`src/rtl/tick_debouncer_pkg.sv`:
```
`default_nettype none
// ============================================================================
// Module   : tick_debouncer_pkg
// Purpose  : Shared state encoding and constants for the tick debouncer.
// Revision : 1.0 - initial release
// ============================================================================
package tick_debouncer_pkg;

    // Encodings are fixed so bit 1 reads as the accepted level in the
    // stable states and as the level being left in the wait states.
    typedef enum logic [1:0] {
        STABLE_LO = 2'b00,
        WAIT_HI   = 2'b01,
        STABLE_HI = 2'b11,
        WAIT_LO   = 2'b10
    } db_state_e;

    localparam int SYNC_STAGES = 2;

    function automatic logic is_wait_state(input db_state_e st);
        return (st == WAIT_HI) || (st == WAIT_LO);
    endfunction

    function automatic db_state_e stable_state(input logic level);
        return level ? STABLE_HI : STABLE_LO;
    endfunction

endpackage
`default_nettype wire

```
`src/rtl/sync_2ff.sv`:
```
`default_nettype none
// ============================================================================
// Module   : sync_2ff
// Purpose  : Two-flop synchronizer for a single asynchronous bit, with a
//            configurable reset value and synchronous active-low reset.
// Revision : 1.0 - initial release
// ============================================================================
module sync_2ff
    import tick_debouncer_pkg::*;
#(
    parameter bit RESET_VAL = 1'b0
) (
    input  logic clk,
    input  logic reset_n,
    input  logic d,
    output logic q
);

    logic [SYNC_STAGES-1:0] sync_q;
    logic [SYNC_STAGES-1:0] sync_d;

    always_comb begin
        sync_d = {sync_q[SYNC_STAGES-2:0], d};
    end

    always_ff @(posedge clk) begin
        if (!reset_n) begin
            sync_q <= {SYNC_STAGES{RESET_VAL}};
        end else begin
            sync_q <= sync_d;
        end
    end

    assign q = sync_q[SYNC_STAGES-1];

endmodule
`default_nettype wire

```
`src/rtl/tick_debouncer.sv`:
```
`default_nettype none
// ============================================================================
// Module   : tick_debouncer
// Purpose  : Tick-paced debouncer producing a clean level and rise/fall
//            pulses. Define TICK_DEBOUNCER_SYNC_EN to add a 2-flop input
//            synchronizer for truly asynchronous inputs.
// Revision : 1.0 - initial release
// ============================================================================
module tick_debouncer
    import tick_debouncer_pkg::*;
#(
    parameter int STABLE_TICKS = 4,
    parameter int CNT_BITS     = 3,
    parameter bit RESET_LEVEL  = 1'b0
) (
    input  logic clk,
    input  logic reset_n,
    input  logic enable,
    input  logic tick,
    input  logic btn_raw,
    output logic btn_db,
    output logic rise,
    output logic fall,
    output logic busy
);

    localparam logic [CNT_BITS-1:0] c_cnt_last    = CNT_BITS'(STABLE_TICKS - 1);
    localparam logic [CNT_BITS-1:0] c_cnt_one     = CNT_BITS'(1);
    localparam db_state_e           c_reset_state = RESET_LEVEL ? STABLE_HI : STABLE_LO;

    logic samp;

`ifdef TICK_DEBOUNCER_SYNC_EN
    sync_2ff #(
        .RESET_VAL (RESET_LEVEL)
    ) u_sync (
        .clk     (clk),
        .reset_n (reset_n),
        .d       (btn_raw),
        .q       (samp)
    );
`else
    assign samp = btn_raw;
`endif

    db_state_e           state_q, state_d;
    logic [CNT_BITS-1:0] cnt_q,   cnt_d;
    logic                btn_db_q, btn_db_d;
    logic                rise_q,   rise_d;
    logic                fall_q,   fall_d;
    logic                busy_q,   busy_d;

    always_ff @(posedge clk) begin
        if (!reset_n) begin
            state_q  <= c_reset_state;
            cnt_q    <= '0;
            btn_db_q <= RESET_LEVEL;
            rise_q   <= 1'b0;
            fall_q   <= 1'b0;
            busy_q   <= 1'b0;
        end else begin
            state_q  <= state_d;
            cnt_q    <= cnt_d;
            btn_db_q <= btn_db_d;
            rise_q   <= rise_d;
            fall_q   <= fall_d;
            busy_q   <= busy_d;
        end
    end

    always_comb begin
        state_d  = state_q;
        cnt_d    = cnt_q;
        btn_db_d = btn_db_q;
        rise_d   = 1'b0;
        fall_d   = 1'b0;

        if (enable) begin
            case (state_q)
                STABLE_LO: begin
                    if (samp) begin
                        state_d = WAIT_HI;
                        cnt_d   = '0;
                    end
                end
                WAIT_HI: begin
                    // Falling back to the old level wins over a coincident tick.
                    if (!samp) begin
                        state_d = STABLE_LO;
                        cnt_d   = '0;
                    end else if (tick) begin
                        if (cnt_q == c_cnt_last) begin
                            state_d  = STABLE_HI;
                            cnt_d    = '0;
                            btn_db_d = 1'b1;
                            rise_d   = 1'b1;
                        end else begin
                            cnt_d = cnt_q + c_cnt_one;
                        end
                    end
                end
                STABLE_HI: begin
                    if (!samp) begin
                        state_d = WAIT_LO;
                        cnt_d   = '0;
                    end
                end
                WAIT_LO: begin
                    if (samp) begin
                        state_d = STABLE_HI;
                        cnt_d   = '0;
                    end else if (tick) begin
                        if (cnt_q == c_cnt_last) begin
                            state_d  = STABLE_LO;
                            cnt_d    = '0;
                            btn_db_d = 1'b0;
                            fall_d   = 1'b1;
                        end else begin
                            cnt_d = cnt_q + c_cnt_one;
                        end
                    end
                end
                default: begin
                    state_d  = stable_state(btn_db_q);
                    cnt_d    = '0;
                end
            endcase
        end

        busy_d = is_wait_state(state_d);
    end

    assign btn_db = btn_db_q;
    assign rise   = rise_q;
    assign fall   = fall_q;
    assign busy   = busy_q;

endmodule
`default_nettype wire

```
`config.mk`:
```
export PLATFORM = sky130hd
export DESIGN_NAME = tick_debouncer
export DESIGN_NICKNAME = d
export VERILOG_FILES = /design/src/rtl/tick_debouncer_pkg.sv /design/src/rtl/sync_2ff.sv /design/src/rtl/tick_debouncer.sv
export SDC_FILE = /design/constraint.sdc
export NUM_CORES = 1
export LEC_CHECK = 0
export ABC_AREA = 1
export CAP_MARGIN = 20
export CORE_ASPECT_RATIO = 0.8
export CORE_UTILIZATION = 30
export CTS_CLUSTER_DIAMETER = 200
export DETAILED_ROUTE_END_ITERATION = 16
export HOLD_SLACK_MARGIN = 0.15
export MAX_ROUTING_LAYER = met4
export PLACE_DENSITY = 0.51
export SLEW_MARGIN = 20
export SYNTH_ARGS = -nofsm -noshare
export SYNTH_HDL_FRONTEND = slang
export SYNTH_SLANG_ARGS = --single-unit
```
`constraint.sdc`:
```
create_clock -name clk -period 4.4 [get_ports clk]
set_clock_uncertainty 0.15 [all_clocks]
set_input_delay 0.88 -clock clk [delete_from_list [all_inputs] [get_ports clk]]
set_output_delay 0.88 -clock clk [all_outputs]
set_load 0.02 [all_outputs]
```
# [Word level (Yosys, flattened, before mapping)]
# Index checks and enable logic that the tools add are counted.
[totals] word_cells=57 inputBits=5 output_inout_bits=4 register_bits=9
[op_classes] add_sub_neg=1 n_bitwise=3 eq_ne=14 n_reduce_logical=7 mux=26
[ops] cell="two-way mux 2 bit" n=9
[ops] cell="two-way mux 3 bit" n=6
[ops] cell="inequality test 2 bit, second input constant" n=8
[ops] cell="one-hot mux 3 bit (4 select lines)" n=1
[ops] cell="two-way mux 1 bit" n=8
[ops] cell="one-hot mux 2 bit (4 select lines)" n=1
[ops] cell="AND reduction 8 bit" n=1
[ops] cell="== test 2 bit, second input constant" n=3
[ops] cell="== test 2 x 1 -> 1 bit, second input constant" n=2
[ops] cell="AND reduction 4 bit" n=1
[ops] cell="OR reduction 4 bit" n=1
[ops] cell="adder 3 x 1 -> 3 bit, second input constant" n=1
[ops] cell="== test 3 x 2 -> 1 bit, second input constant" n=1
[ops] cell="inverter 1 bit" n=3
[ops] cell="AND reduction 3 bit" n=1
[ops] cell="zero test 2 bit" n=1
[ops] cell="one-hot mux 1 bit (2 select lines)" n=1
[ops] cell="nonzero test 2 bit" n=1
[ops] cell="logical OR 1 bit" n=1

# [Longest topological paths before layout]
# Gate-level depths: netlist (run 1).
[logic_depth] depth_word=8 depth_mapped=10 depth_no_buf=10

# [Worst setup path after synthesis (run 1)]
# OpenSTA, ideal clock, no wires.
[synth_path] kind="input to register" from="input port btn_raw" to="register cnt_q[1]" arrival_ns=1.516 cell_stages=7 path_buffers=1 setup_ns=0.117 t_required_ns=4.133 path_slack_ns=2.617 cell_sequence="buf_6 o21ai_2 nor2_2 nand2_1 inv_2 o21ai_0 nor2_1"
[synth_between] elab_chain_len=2 elab_cells_between_ends=6 cone_classes="eq/ne (2); mux (3); reduce/logical (1)"
[synth_rtl] element="start, declared" line="tick_debouncer.sv:20" rtl="input logic btn_raw,"
[synth_rtl] element="two-way mux 3 bit (tied with other cells)" line="tick_debouncer.sv:109" rtl="if (samp) begin"
[synth_rtl] element="one-hot mux 3 bit (4 select lines) / AND reduction 3 bit (equally long branches)"
[synth_rtl] element="end signal, assigned" line="tick_debouncer.sv:63" rtl="cnt_q <= cnt_d;"
[synth_rtl] element="end, declared" line="tick_debouncer.sv:47" rtl="logic [CNT_BITS-1:0] cnt_q, cnt_d;"
# Several ways; a longest one is shown, not always the timed one.
# A chain may end at the register's enable or synchronous reset.

# [Worst setup path in the final report (run 1)]
[layout_path] from="register btn_db_q (netlist: btn_db)" to="output port btn_db"
[layout_rtl] element="start, declared" line="tick_debouncer.sv:48" rtl="logic btn_db_q, btn_db_d;"
[layout_rtl] element="start signal, assigned" line="tick_debouncer.sv:64" rtl="btn_db_q <= btn_db_d;"
[layout_rtl] element="end, declared" line="tick_debouncer.sv:21" rtl="output logic btn_db,"
# No word-level cell between the ends.

==> impl_metrics.env, run 1 <==
export IMPL_status="complete, no violations"
export IMPL_path_cells="clkdlybuf4s50_1"
export IMPL_fin_nets=106
export IMPL_synth_compound_area_share_pct=13.4
export IMPL_cp_max_fo=2
export IMPL_crit_path_end_kind="output pin"
export IMPL_final_antenna_net_count=0
export IMPL_ctsResizeCount=0
export IMPL_powerDensity_mw_per_mm2=254
export IMPL_clk_latency_ps=260
export IMPL_grt_pass1_vias=451
export IMPL_seq_area_frac_synth_pct=31.2
export IMPL_ys_top_cells_by_area="dfxtp_1 31%, nand2_1 19%, ha_1 11%"
export IMPL_crit_family="buffers and inverters"
export IMPL_h_tree_depth=1
export IMPL_leakage_nw=0.321
export IMPL_period_share_pct=50.2
export IMPL_cts_buffers=3
export IMPL_synth_mux_area_fraction_pct=0
export IMPL_synthXorXnorAreaFrac_pct=0
export IMPL_min_period_ps=2210
export IMPL_dr_pass1_iters=4
export IMPL_synthFlopType="dfxtp_1"
export IMPL_drtIter0Drc=11
export IMPL_grtUsageTotal_pct=15.1
export IMPL_syn_inst=84
export IMPL_synth_edff_count=0
export IMPL_die_area_mm2=0.00211
export IMPL_synth_fp_nets=94
export IMPL_yosysWarnings=0
export IMPL_route_detailed_drc=0
export IMPL_timing_reg2reg_setup_slack_ps=2730
export IMPL_grt_setup_unrepaired="no"
export IMPL_rows=13
export IMPL_grt_max_degree=11
export IMPL_gr_total_overflow=0
export IMPL_max_freq_mhz=453
export IMPL_gp_congestion=0.810
export IMPL_core_region_area_mm2=0.00171
export IMPL_peakVddDrop_mv=0.137
export IMPL_finalMaxSlewViolations=0
export IMPL_synth_area_um2=578
export IMPL_diodes=0
export IMPL_cap_viol_max_count=0
export IMPL_clk_pin_slew_worst_paths_ps=60
export IMPL_synth_cell_types=20
export IMPL_cts_root_buf="clkbuf_4"
export IMPL_tns_ps=0
export IMPL_antenna_found_initial=0
export IMPL_drive_gt1_share_pct=13.7
export IMPL_die_y_um=41.3
export IMPL_cp_buffers_inverters=1
export IMPL_timing_hold_ws_ps=296
export IMPL_relSlewSlack_pct=75.7
export IMPL_critPathSlowestCell="clkdlybuf4s50_1"
export IMPL_async_flop_share_pct=0
export IMPL_tritoncts="done"
export IMPL_crit_path_max_incr_delay_ps=590
export IMPL_cp_start_kind="flip-flop"
export IMPL_hold_violations=0
export IMPL_synth_simple_gate_area_share_pct=34.8
export IMPL_postCtsSetupRepairBufs=0
export IMPL_via_per_inst=4.60
export IMPL_cts_sinks=9
export IMPL_start_util_pct=33.8
export IMPL_finalSetupViolations=0
export IMPL_design_area_um2=701
export IMPL_avgSynthCellArea_um2=6.88
export IMPL_drt_wl_total_um=1150
export IMPL_clock_path_buffers=2
export IMPL_grt_first_pass_wirelength_um=2040
export IMPL_placed_area_um2=674
export IMPL_cts_hold_buffers=0
export IMPL_total_power_uw=178
export IMPL_synth_area_leader_cell="dfxtp_1"
export IMPL_io_pin_count=9
export IMPL_dpl_hpwl_um=906
export IMPL_worstPathRequired_ps=3370
export IMPL_worstSetupPathType="flip-flop to output pin"
export IMPL_dieWidth_um=51.1
export IMPL_tightest_slew_ps=363
export IMPL_synth_top_area_share_pct=31.2
export IMPL_wl_per_cell_um=9.81
export IMPL_synth_seq_cells=9
export IMPL_port_buffer_count=8
export IMPL_synth_adder_area_share_pct=10.8
export IMPL_critical_path_arrival_ps=1180
export IMPL_vias=538
export IMPL_area_growth_pct=21.2
export IMPL_hold_class="flip-flop to flip-flop"
export IMPL_synth_top_family_by_area="simple AND/OR/NAND/NOR gates"
==> stage by stage <==
stage / worst slack (ps) / util, % / instances
floorplan: 2620 / - / 84
global placement: 1950 / 39.5 / 113
detailed placement: 1940 / 39.5 / 113
CTS: 2180 / 41.0 / 117
global route: 2050 / 41.0 / 117
finish: 2190 / 41.0 / 117
==> power by group <==
group | switching [mW] | total, mW | internal [mW]
Clock | 0.0290 | 0.0640 | 0.0350
Combinational | 0.0170 | 0.0285 | 0.0115
Sequential | 0.00152 | 0.0855 | 0.0839
==> cells in the mapped netlist (2+ instances only) <==
master	count
nor2_4	2
nand2_1	29
a21oi_1	5
nor2_2	2
o21ai_0	5
ha_1	5
nor2_1	5
inv_2	2
inv_1	10
dfxtp_1	9
==> registers in the layout (all words and copies together), names as in the netlist <==
register and cells:
state_q 2, cnt_q 3, fall 1, busy 1, rise 1, btn_db 1
==> metal layers <==
metal  wire [µm]  up-vias  track usage [%]
li1            -      287                -
met1         620      235             17.7
met2         444       11             20.7
met3          62        5             7.78
met4          21        0             8.33
met5           0        -                -
==> layout by cell type, fill, tap and decap left out <==
cell,synthesis,final
clkdlybuf4s50_1,0,8
nand3_2,1,1
dfxtp_1,9,9
nor2_4,2,2
o21ai_0,5,5
nor3_1,1,1
ha_1,5,5
nor2_1,5,5
clkbuf_1,0,1
a211oi_1,1,1
o21ai_2,1,1
a21oi_1,5,5
nor4_1,1,1
nand2_1,29,29
clkbuf_4,0,3
nand4_1,1,1
inv_2,2,2
inv_1,10,10
nand3_1,1,1
nor2_2,2,2
a21boi_2,1,1
nand2_2,1,1
==> worst paths after layout <==
kind / to / cells after the start / from
setup reg to reg: busy$_SDFF_PN0_ / 10 / state_q[1]$_SDFF_PN0_
hold reg to reg: btn_db$_SDFFE_PN0P_ / 2 / btn_db$_SDFFE_PN0P_
hold / removal: btn_db$_SDFFE_PN0P_ / 2 / btn_db$_SDFFE_PN0P_
setup / recovery: btn_db / 1 / btn_db$_SDFFE_PN0P_
==> cell type report <==
class	count	area, µm²
clock buffers	4	26.3
multi-input cells	62	342
flip-flops and latches	9	180
inverters	12	45.0
fillers	187	1010
well taps	22	27.5
repair buffers	8	80.1
==> kinds of logic after synthesis <==
kind of cell             after synthesis
AND/OR/NAND/NOR                       44
adder cells (fa/ha/maj)                5
buffers and inverters                 13
AO/OA/AOI/OAI                         13
flip-flops                             9
Note: power is estimated with default switching activity, not from simulation.
==> inputs of run 2 (changes only) <==
- PLACE_DENSITY: 0.51 -> 0.52
- clock period: 4.4 -> 1.8 ns (I/O delays scaled with it)
==> run 2 against run 1 <==
Compared with the run above: first-iteration DRC count decreased by 45%; clock power increased by 140%; worst setup slack got worse by 2100 ps; die area unchanged; routed wire length decreased by 2.5%; power increased by 140%; non-clock buffer count increased by 1; via count decreased by 3.3%; cell count increased by 0.85%; global-route usage decreased by 1.4 points; critical path depth unchanged.
==> impl_metrics.env, run 2 (same netlist as run 1, synthesis figures left out) <==
export IMPL_vias=520
export IMPL_core_region_area_mm2=0.00171
export IMPL_largest_reg_flops=3
export IMPL_status="complete, no violations"
export IMPL_area_growth_pct=23.2
export IMPL_hold_class="flip-flop to flip-flop"
export IMPL_die_y_um=41.3
export IMPL_start_util_pct=33.8
export IMPL_powerDensity_mw_per_mm2=608
export IMPL_reg_largest_list="cnt_q: 3 flops, state_q: 2 flops"
export IMPL_die_area_mm2=0.00211
export IMPL_route_detailed_drc=0
export IMPL_dp_cells=114
export IMPL_max_freq_mhz=592
export IMPL_cp_start_kind="flip-flop"
export IMPL_min_period_ps=1690
export IMPL_h_tree_depth=1
export IMPL_tritoncts="done"
export IMPL_io_pin_count=9
export IMPL_use_met3_pct=5.56
export IMPL_grt_first_pass_wirelength_um=1900
export IMPL_crit_cells=1
export IMPL_leakage_nw=0.336
export IMPL_gr_total_overflow=0
export IMPL_clk_pin_slew_worst_paths_ps=60
export IMPL_cts_sinks=9
export IMPL_cts_root_buf="clkbuf_4"
export IMPL_critPathSlowestCell="clkdlybuf4s50_1"
export IMPL_worstSetupPathType="flip-flop to output pin"
export IMPL_grt_max_degree=11
export IMPL_critical_path_arrival_ps=1180
export IMPL_final_cell_mix="29 x nand2_1, 10 x inv_1, 8 x dfxtp_1"
export IMPL_finalSetupViolations=0
export IMPL_antenna_found_initial=0
export IMPL_cp_max_fo=2
export IMPL_cts_buffers=3
export IMPL_regMostFlops="cnt_q"
export IMPL_clock_path_buffers=2
export IMPL_gp_congestion=0.855
export IMPL_via_per_inst=4.41
export IMPL_layout_commonest_cell="nand2_1"
export IMPL_dieWidth_um=51.1
export IMPL_drive_gt1_share_pct=15.6
export IMPL_crit_family="buffers and inverters"
export IMPL_drtIter0Drc=6
export IMPL_holdPathStages=2
export IMPL_fin_nets=107
export IMPL_grt_busiest_layer="met2"
export IMPL_peakVddDrop_mv=0.355
export IMPL_met2_usage_pct=19.7
export IMPL_clk_latency_ps=260
export IMPL_fin_cells=118
export IMPL_diodes=0
export IMPL_fin_util_pct=41.7
export IMPL_drt_wl_total_um=1120
export IMPL_tightest_slew_ps=359
export IMPL_cap_viol_max_count=0
export IMPL_path_cells="clkdlybuf4s50_1"
export IMPL_period_share_pct=93.9
export IMPL_postCtsSetupRepairBufs=0
export IMPL_wl_per_cell_um=9.48
export IMPL_crit_path_end_kind="output pin"
export IMPL_final_antenna_net_count=0
export IMPL_grtUsageTotal_pct=13.7
export IMPL_worstPathRequired_ps=1290
export IMPL_grt_pass1_vias=450
export IMPL_dpl_hpwl_um=926
export IMPL_relSlewSlack_pct=76.0
export IMPL_rows=13
export IMPL_cp_buffers_inverters=1
export IMPL_dr_pass1_iters=4
export IMPL_hold_violations=0
export IMPL_port_buffer_count=8
export IMPL_grtUsageMet1_pct=16.1
export IMPL_reg2regPathDepth=9
export IMPL_finalMaxSlewViolations=0
export IMPL_crit_path_max_incr_delay_ps=600
export IMPL_grt_setup_unrepaired="no"
run 2: changes by cell type in the layout (fill, tap and decap cells not counted):
cell / change
dfxtp_1: -1
clkdlybuf4s50_1: -1
dlymetal6s2s_1: +1
buf_4: +1
dfxtp_2: +1
run 2: routing by layer:
| layer | share of wire [%] | up-vias |
|---|---|---|
| li1 | - | 291 |
| met1 | 52 | 217 |
| met2 | 42 | 10 |
| met3 | 4.1 | 2 |
| met4 | 1.2 | 0 |
| met5 | 0 | - |
run 2: final cells by class:
cell class                 count  area (µm²)
fill                         187         996
multi-input combinational     62         342
sequential                     9         181
timing repair buffer           9        90.1
inverter                      12        45.0
tap                           22        27.5
clock buffer                   4        26.3
run 2: where the power goes:
group,leakage [nW],internal (mW),switching [mW]
clock network,0.0150,0.0853,0.0680
registers,0.0736,0.205,0.00361
logic,0.248,0.0294,0.0414
total,0.336,0.320,0.113
run 2: per-stage QoR:
step / hold WS [ps] / setup WS (ps) / total power [mW] / TNS [ps] / cell area (µm²)
global route: 332 / 44.4 / 0.466 / 0 / 712
finish: 304 / 110 / 0.433 / 0 / 712
detailed placement: 301 / -121 / 0.285 / -575 / 682
floorplan: 307 / 341 / 0.261 / 0 / 578
global placement: 285 / -103 / 0.285 / -418 / 682
CTS: 310 / 92.3 / 0.443 / 0 / 708
run 2: path summary, 6_finish.rpt:
path / start / endpoint / slack (ps)
max: btn_db$_SDFFE_PN0P_ / btn_db / 110
min reg2reg: btn_db$_SDFFE_PN0P_ / btn_db$_SDFFE_PN0P_ / 300
max reg2reg: state_q[0]$_SDFF_PN0_ / cnt_q[1]$_SDFFE_PN0P_ / 220
min: btn_db$_SDFFE_PN0P_ / btn_db$_SDFFE_PN0P_ / 300
run 2: repair_timing:
| item | in CTS | in global routing |
|---|---|---|
| gates resized for setup | 0 | 2 |
| hold buffers | 0 | 0 |
| endpoints found under the setup margin | 0 | 1 |
